## src/rtl/mp16_arb.sv

```systemverilog
// mp16_arb: round-robin sharing of one 16x16 multiplier between two requesters.
// Define MP16_ACC_SAT_EN to saturate MAC accumulation instead of wrapping.
module mp16_arb #(
  parameter int ACCW = 40
) (
  input  logic            sys_clk,
  input  logic            resetl,
  input  logic            r0_req,
  input  logic [1:0]      r0_op,
  input  logic            r0_sign,
  input  logic [15:0]     r0_a,
  input  logic [15:0]     r0_b,
  output logic            r0_ack,
  output logic            r0_done,
  output logic [31:0]     r0_res,
  output logic [ACCW-1:0] r0_acc,
  input  logic            r1_req,
  input  logic [1:0]      r1_op,
  input  logic            r1_sign,
  input  logic [15:0]     r1_a,
  input  logic [15:0]     r1_b,
  output logic            r1_ack,
  output logic            r1_done,
  output logic [31:0]     r1_res,
  output logic [ACCW-1:0] r1_acc,
  output logic [15:0]     mul_a,
  output logic [15:0]     mul_b,
  output logic            mul_sign,
  input  logic [31:0]     mul_q,
  output logic            busy
);

  typedef enum logic [1:0] {
    S_IDLE = 2'd0,
    S_MUL  = 2'd1,
    S_WB   = 2'd2
  } state_t;

  state_t          state_q, state_d;
  logic            rr_q, rr_d;
  logic            gid_q, gid_d;
  logic [1:0]      op_q, op_d;
  logic [15:0]     mul_a_q, mul_a_d;
  logic [15:0]     mul_b_q, mul_b_d;
  logic            mul_sign_q, mul_sign_d;
  logic [31:0]     prod_q, prod_d;
  logic [1:0]      ack_q, ack_d;
  logic [1:0]      done_q, done_d;
  logic [31:0]     res0_q, res0_d;
  logic [31:0]     res1_q, res1_d;
  logic [ACCW-1:0] acc0_q, acc0_d;
  logic [ACCW-1:0] acc1_q, acc1_d;

  logic            any_req;
  logic            gnt;
  logic            take;
  logic            is_mac;
  logic            is_clr;
  logic [ACCW-1:0] acc_cur;
  logic [ACCW-1:0] prod_ext;
  logic [ACCW-1:0] mac_val;
  logic [ACCW-1:0] acc_new;

  always_comb begin
    acc_cur  = gid_q ? acc1_q : acc0_q;
    prod_ext = mul_sign_q ? {{(ACCW-32){prod_q[31]}}, prod_q}
                          : {{(ACCW-32){1'b0}}, prod_q};
  end

`ifdef MP16_ACC_SAT_EN
  logic [ACCW:0] sum_x;

  // one guard bit exposes signed overflow or unsigned carry-out
  always_comb begin
    if (mul_sign_q) begin
      sum_x = {acc_cur[ACCW-1], acc_cur} + {prod_ext[ACCW-1], prod_ext};
      if (sum_x[ACCW] != sum_x[ACCW-1]) begin
        mac_val = sum_x[ACCW] ? {1'b1, {(ACCW-1){1'b0}}}
                              : {1'b0, {(ACCW-1){1'b1}}};
      end else begin
        mac_val = sum_x[ACCW-1:0];
      end
    end else begin
      sum_x   = {1'b0, acc_cur} + {1'b0, prod_ext};
      mac_val = sum_x[ACCW] ? {ACCW{1'b1}} : sum_x[ACCW-1:0];
    end
  end
`else
  always_comb begin
    mac_val = acc_cur + prod_ext;
  end
`endif

  always_comb begin
    any_req = r0_req | r1_req;
    gnt     = (r0_req & r1_req) ? rr_q : r1_req;
    take    = any_req & ((state_q == S_IDLE) | (state_q == S_WB));
    is_mac  = (op_q == 2'b01);
    is_clr  = (op_q == 2'b10);

    state_d    = state_q;
    rr_d       = rr_q;
    gid_d      = gid_q;
    op_d       = op_q;
    mul_a_d    = mul_a_q;
    mul_b_d    = mul_b_q;
    mul_sign_d = mul_sign_q;
    prod_d     = prod_q;
    ack_d      = 2'b00;
    done_d     = 2'b00;
    res0_d     = res0_q;
    res1_d     = res1_q;
    acc0_d     = acc0_q;
    acc1_d     = acc1_q;
    acc_new    = acc_cur;

    unique case (state_q)
      S_IDLE: ;
      S_MUL: begin
        prod_d  = mul_q;
        state_d = S_WB;
      end
      S_WB: begin
        state_d        = S_IDLE;
        done_d[gid_q]  = 1'b1;
        unique case (1'b1)
          is_clr: acc_new = '0;
          is_mac: acc_new = mac_val;
          default: ;
        endcase
        if (!is_clr) begin
          if (gid_q) res1_d = prod_q;
          else       res0_d = prod_q;
        end
        if (gid_q) acc1_d = acc_new;
        else       acc0_d = acc_new;
      end
      default: state_d = S_IDLE;
    endcase

    // a grant in WB overlaps the new ack with the previous done
    if (take) begin
      state_d    = S_MUL;
      gid_d      = gnt;
      rr_d       = ~gnt;
      op_d       = gnt ? r1_op   : r0_op;
      mul_a_d    = gnt ? r1_a    : r0_a;
      mul_b_d    = gnt ? r1_b    : r0_b;
      mul_sign_d = gnt ? r1_sign : r0_sign;
      ack_d[gnt] = 1'b1;
    end
  end

  always_ff @(posedge sys_clk) begin
    if (!resetl) begin
      state_q    <= S_IDLE;
      rr_q       <= 1'b0;
      gid_q      <= 1'b0;
      op_q       <= 2'b00;
      mul_a_q    <= '0;
      mul_b_q    <= '0;
      mul_sign_q <= 1'b0;
      prod_q     <= '0;
      ack_q      <= 2'b00;
      done_q     <= 2'b00;
      res0_q     <= '0;
      res1_q     <= '0;
      acc0_q     <= '0;
      acc1_q     <= '0;
    end else begin
      state_q    <= state_d;
      rr_q       <= rr_d;
      gid_q      <= gid_d;
      op_q       <= op_d;
      mul_a_q    <= mul_a_d;
      mul_b_q    <= mul_b_d;
      mul_sign_q <= mul_sign_d;
      prod_q     <= prod_d;
      ack_q      <= ack_d;
      done_q     <= done_d;
      res0_q     <= res0_d;
      res1_q     <= res1_d;
      acc0_q     <= acc0_d;
      acc1_q     <= acc1_d;
    end
  end

  assign r0_ack   = ack_q[0];
  assign r1_ack   = ack_q[1];
  assign r0_done  = done_q[0];
  assign r1_done  = done_q[1];
  assign r0_res   = res0_q;
  assign r1_res   = res1_q;
  assign r0_acc   = acc0_q;
  assign r1_acc   = acc1_q;
  assign mul_a    = mul_a_q;
  assign mul_b    = mul_b_q;
  assign mul_sign = mul_sign_q;
  assign busy     = (state_q == S_MUL) | (state_q == S_WB);

endmodule
```

## config.mk

```make
export PLATFORM = sky130hd
export DESIGN_NAME = mp16_arb
export DESIGN_NICKNAME = d
export VERILOG_FILES = /design/src/rtl/mp16_arb.sv
export SDC_FILE = /design/constraint.sdc
export NUM_CORES = 1
export LEC_CHECK = 0
export CAP_MARGIN = 20
export CORE_ASPECT_RATIO = 0.9
export CORE_MARGIN = 3
export CORE_UTILIZATION = 40
export CTS_BUF_LIST = sky130_fd_sc_hd__clkbuf_16
export DETAILED_ROUTE_END_ITERATION = 6
export HOLD_SLACK_MARGIN = 0.05
export PLACE_DENSITY = 0.7
export SLEW_MARGIN = 20
export SYNTH_ARGS = -nofsm -noshare
export SYNTH_HDL_FRONTEND = slang
export SYNTH_SLANG_ARGS = --single-unit
```

## constraint.sdc

```tcl
create_clock -name sys_clk -period 4.44 [get_ports sys_clk]
set_clock_uncertainty 0.15 [all_clocks]
set_input_delay 1.332 -clock sys_clk [delete_from_list [all_inputs] [get_ports sys_clk]]
set_output_delay 1.332 -clock sys_clk [all_outputs]
set_load 0.02 [all_outputs]
```

==> metrics.md <==
| Metric | Value |
|---|---|
| Status | finished, final reports clean |
| Hold_buf cts | 0 |
| Sequential-to-total area share from yosys stat | 41.2% |
| Hold path startpoint | mul_b[8] |
| Ports | 288 |
| Gpl congestion | 0.952 |
| Synth area leader | dfxtp_1 |
| Final setup TNS | 0 ns |
| Peak supply drop | 0.000215 V |
| Tmin final | 4.06 ns |
| Crit path max-delay family | simple AND/OR/NAND/NOR gates |
| CP max stage delay | 0.64 ns |
| Routed vias/inst | 5.48 |
| Fin crit share | 91.3% |
| Top post-synthesis cells by area | dfxtp_1, nand2_1, a21oi_1 |
| Net count after synthesis | 1437 |
| Pwr Total | 0.00479 W |
| Longest Clk Path Bufs | 3 |
| CP startpoint kind | flip-flop |
| Post-synth EDFFs | 0 |
| IO Port Bufs | 287 |
| Sequential fraction of design power | 44.3% |
| Hold Crit Depth | 2 |
| Routed WL | 34600 um |
| WP data required | 4.74 ns |
| HP Class | reg2reg |
| Initial antenna violation count | 0 |
| Number of global-route vias before repair | 9680 |
| First DRT Iteration DRCs | 899 |
| Antenna viol nets, final | 0 |
| Mapped Area | 0.0106 sq mm |
| Power density over the cells | 330 mW/mm^2 |
| Avg Cell Area, Syn | 8.27 sq um |
| H-tree Lvls | 1 |
| Die ar. | 0.0286 sq mm |
| Crit path cell chain | buf_4, mux2_2, ha_1, nand4_1, or3_1, nor4_1, nor4b_2, o31ai_1, xor2_1, nand2_1, a31oi_1 |
| Area growth, synth to finish | 36.3% |
| Slew headroom | 40.5% |
| Post-synth ARST share | 0% |
| Mapped Cells | 1286 |
| Core Rows | 55 |
| Main synth FF type | dfxtp_1 |
| Sw power | 0.00128 W |
| Post-synth top area share | 41.2% |
| Gr usage total | 23.1% |
| Hold Fails Final Rpt | 0 |
| Sinks on Clock Net | 219 |
| Worst-Margin Slew | 0.889 ns |
| Cts repair resizes | 0 |
| Via count | 10303 |
| Most frequent cells in the layout | clkdlybuf4s50_1, nand2_1, dfxtp_1, a21oi_1, nor2_1 |
| Fin nets | 1672 |
| Sw Ratio | 26.8% |
| Synth Warn # | 0 |
| FF+latch count, synth | 219 |
| WP buf/inv | 1 |
| CORE AREA | 0.0257 sq mm |
| R2R setup slack | 0.38 ns |
| Reg clk slew, reported paths | 0.06 ns |
| Crit Path Class | reg2reg |
| Avg WL per Cell | 18.4 um |
| First-pass GRT wire length | 54000 um |
| CP max FO | 20 |
| Filler cells | 2308 |
| Pleak | 5.54 nW |
| Critical Path End Type | flip-flop |
| Arrival @ worst endpoint | 4.35 ns |
| Fmax | 0.247 GHz |
| Worst Reg-to-Reg Cells | 11 |
| Root buffer cell | clkbuf_16 |
| Combinational power share | 15.3% |
| RSZ-0062 raised after global routing | no |
| Post-CTS setup buffer count | 0 |
| Slew Viols, Final | 0 |
| Share of cells above drive strength 1 | 7.22% |
| Drt pass-1 iters | 6 |
| Hold Crit Endpoint | mul_b[8] |
| Hpwl dp | 25100 um |
| Residual DRC | 0 |
| DIE HEIGHT | 161 um |
| Setup Viol. Count Final | 0 |
| CTS tree | built |
| Max-Cap Viols | 0 |
| Reg-to-Reg Start | gid_q |
| CP max-delay cell | dfxtp_2 |
| Internal power | 0.00350 W |
| Num CTS Buffers | 24 |
| N_diodes | 0 |
| Die X-Extent | 178 um |
| Critical R2R Capture | r0_acc[32] |
| Initial Utilization | 41.5% |
| Cell variety after synth | 58 |
| Commonest non-fill, non-tap cell in the layout | clkdlybuf4s50_1 |
| Remaining Overflow, GRT | 0 |
| Clock Latency Late Sink | 0.52 ns |
| Largest net degree at the start of global routing | 121 |
| Clock share of power | 40.4% |
[how the worst max path moves through the flow]
stage / start / to / slack, ns / cells past startpoint
final: gid_q / r0_acc[32] / 0.38 / 11
after global placement: gid_q / r1_acc[36] / 0.61 / 12
after detailed placement: gid_q / r1_acc[36] / 0.51 / 12
after floorplan: gid_q / r0_acc[34] / 0.63 / 14
after CTS: gid_q / r1_acc[36] / 0.48 / 12
after global routing: gid_q / r1_acc[36] / 0.14 / 12
[per-layer routing]
layer  share of wire (%)  track usage, %  vias up  routed length [um]
li1                    -               -     5039                   -
met2                  46            37.8      349               16100
met5                   0               0        -                   0
met4                 2.0            4.60        0                 689
met1                  45            32.4     4876               15700
met3                 6.3            3.64       39                2160
[through the flow]
stage	hold WS [ns]	setup WS, ns	instance area, sq um	instances	util, %
floorplan	0.268	0.627	10600	1286	-
global placement	0.275	0.606	13700	1837	53.5
detailed placement	0.278	0.508	13700	1837	53.5
CTS	0.286	0.475	14500	1879	56.5
global route	0.305	0.141	14500	1879	56.5
finish	0.283	0.385	14500	1879	56.5
[synthesized netlist by cell type, drive strengths merged (8+ instances only)]
master and n:
a211oi 22, a21o 23, a21oi 142, a222oi 12
a22oi 45, a31oi 14, buf 12, clkbuf 82
dfxtp 219, ha 44, inv 14, mux2 39
mux2i 35, nand2 223, nand3 19, nand4 9
nor2 115, nor2b 8, nor3 11, o21ai 77
xnor2 18, xor2 17
[logic make-up after synthesis]
kind of cell	count (synthesis)	synth area share (%)
flip-flops	219	41.2
AO/OA/AOI/OAI	382	22.4
AND/OR/NAND/NOR	423	16.9
buffers and inverters	108	3.88
multiplexers	74	7.42
adder cells (fa/ha/maj)	45	5.36
XOR/XNOR	35	2.88
[area by class of cell]
type                    instances  area [sq um]  share of cell area [%]
repair buffers                303          3010                    20.7
flip-flops and latches        219          4390                    30.2
clock inverters                17           130                   0.897
inverters                      14          55.1                   0.379
clock buffers                  25           626                    4.31
multi-input cells             959          5880                    40.5
well taps                     342           428                    2.95
[state kept, by name, summed over array words and instances (netlist names)]
name,flops
r0_acc,40
r1_acc,40
prod_q,32
r0_res,32
r1_res,32
mul_a,16
mul_b,16
ack_q,2
done_q,2
op_q,2
state_q,2
gid_q,1
mul_sign,1
rr_q,1
[power groups by stage]
stage	sequential, W	clock (W)	combinational, W
after floorplan	0.00219	0	0.000367
after global placement	0.00216	0	0.000724
after detailed placement	0.00216	0	0.000729
after CTS	0.00212	0.00198	0.000732
after global routing	0.00213	0.00204	0.000790
final	0.00212	0.00194	0.000732
[worst reg2reg max path, delay by kind of cell (launching register included)]
family	cells	cell delay, ns
xor gates and xnor gates	1	0.19
adders and majority gates	1	0.42
DFF	1	0.64
AOI/OAI and AO/OA	2	0.59
muxes	1	0.39
buffers and inverters	1	0.37
and+or+nand+nor	5	1.24
(Power assumes the default switching activity.)
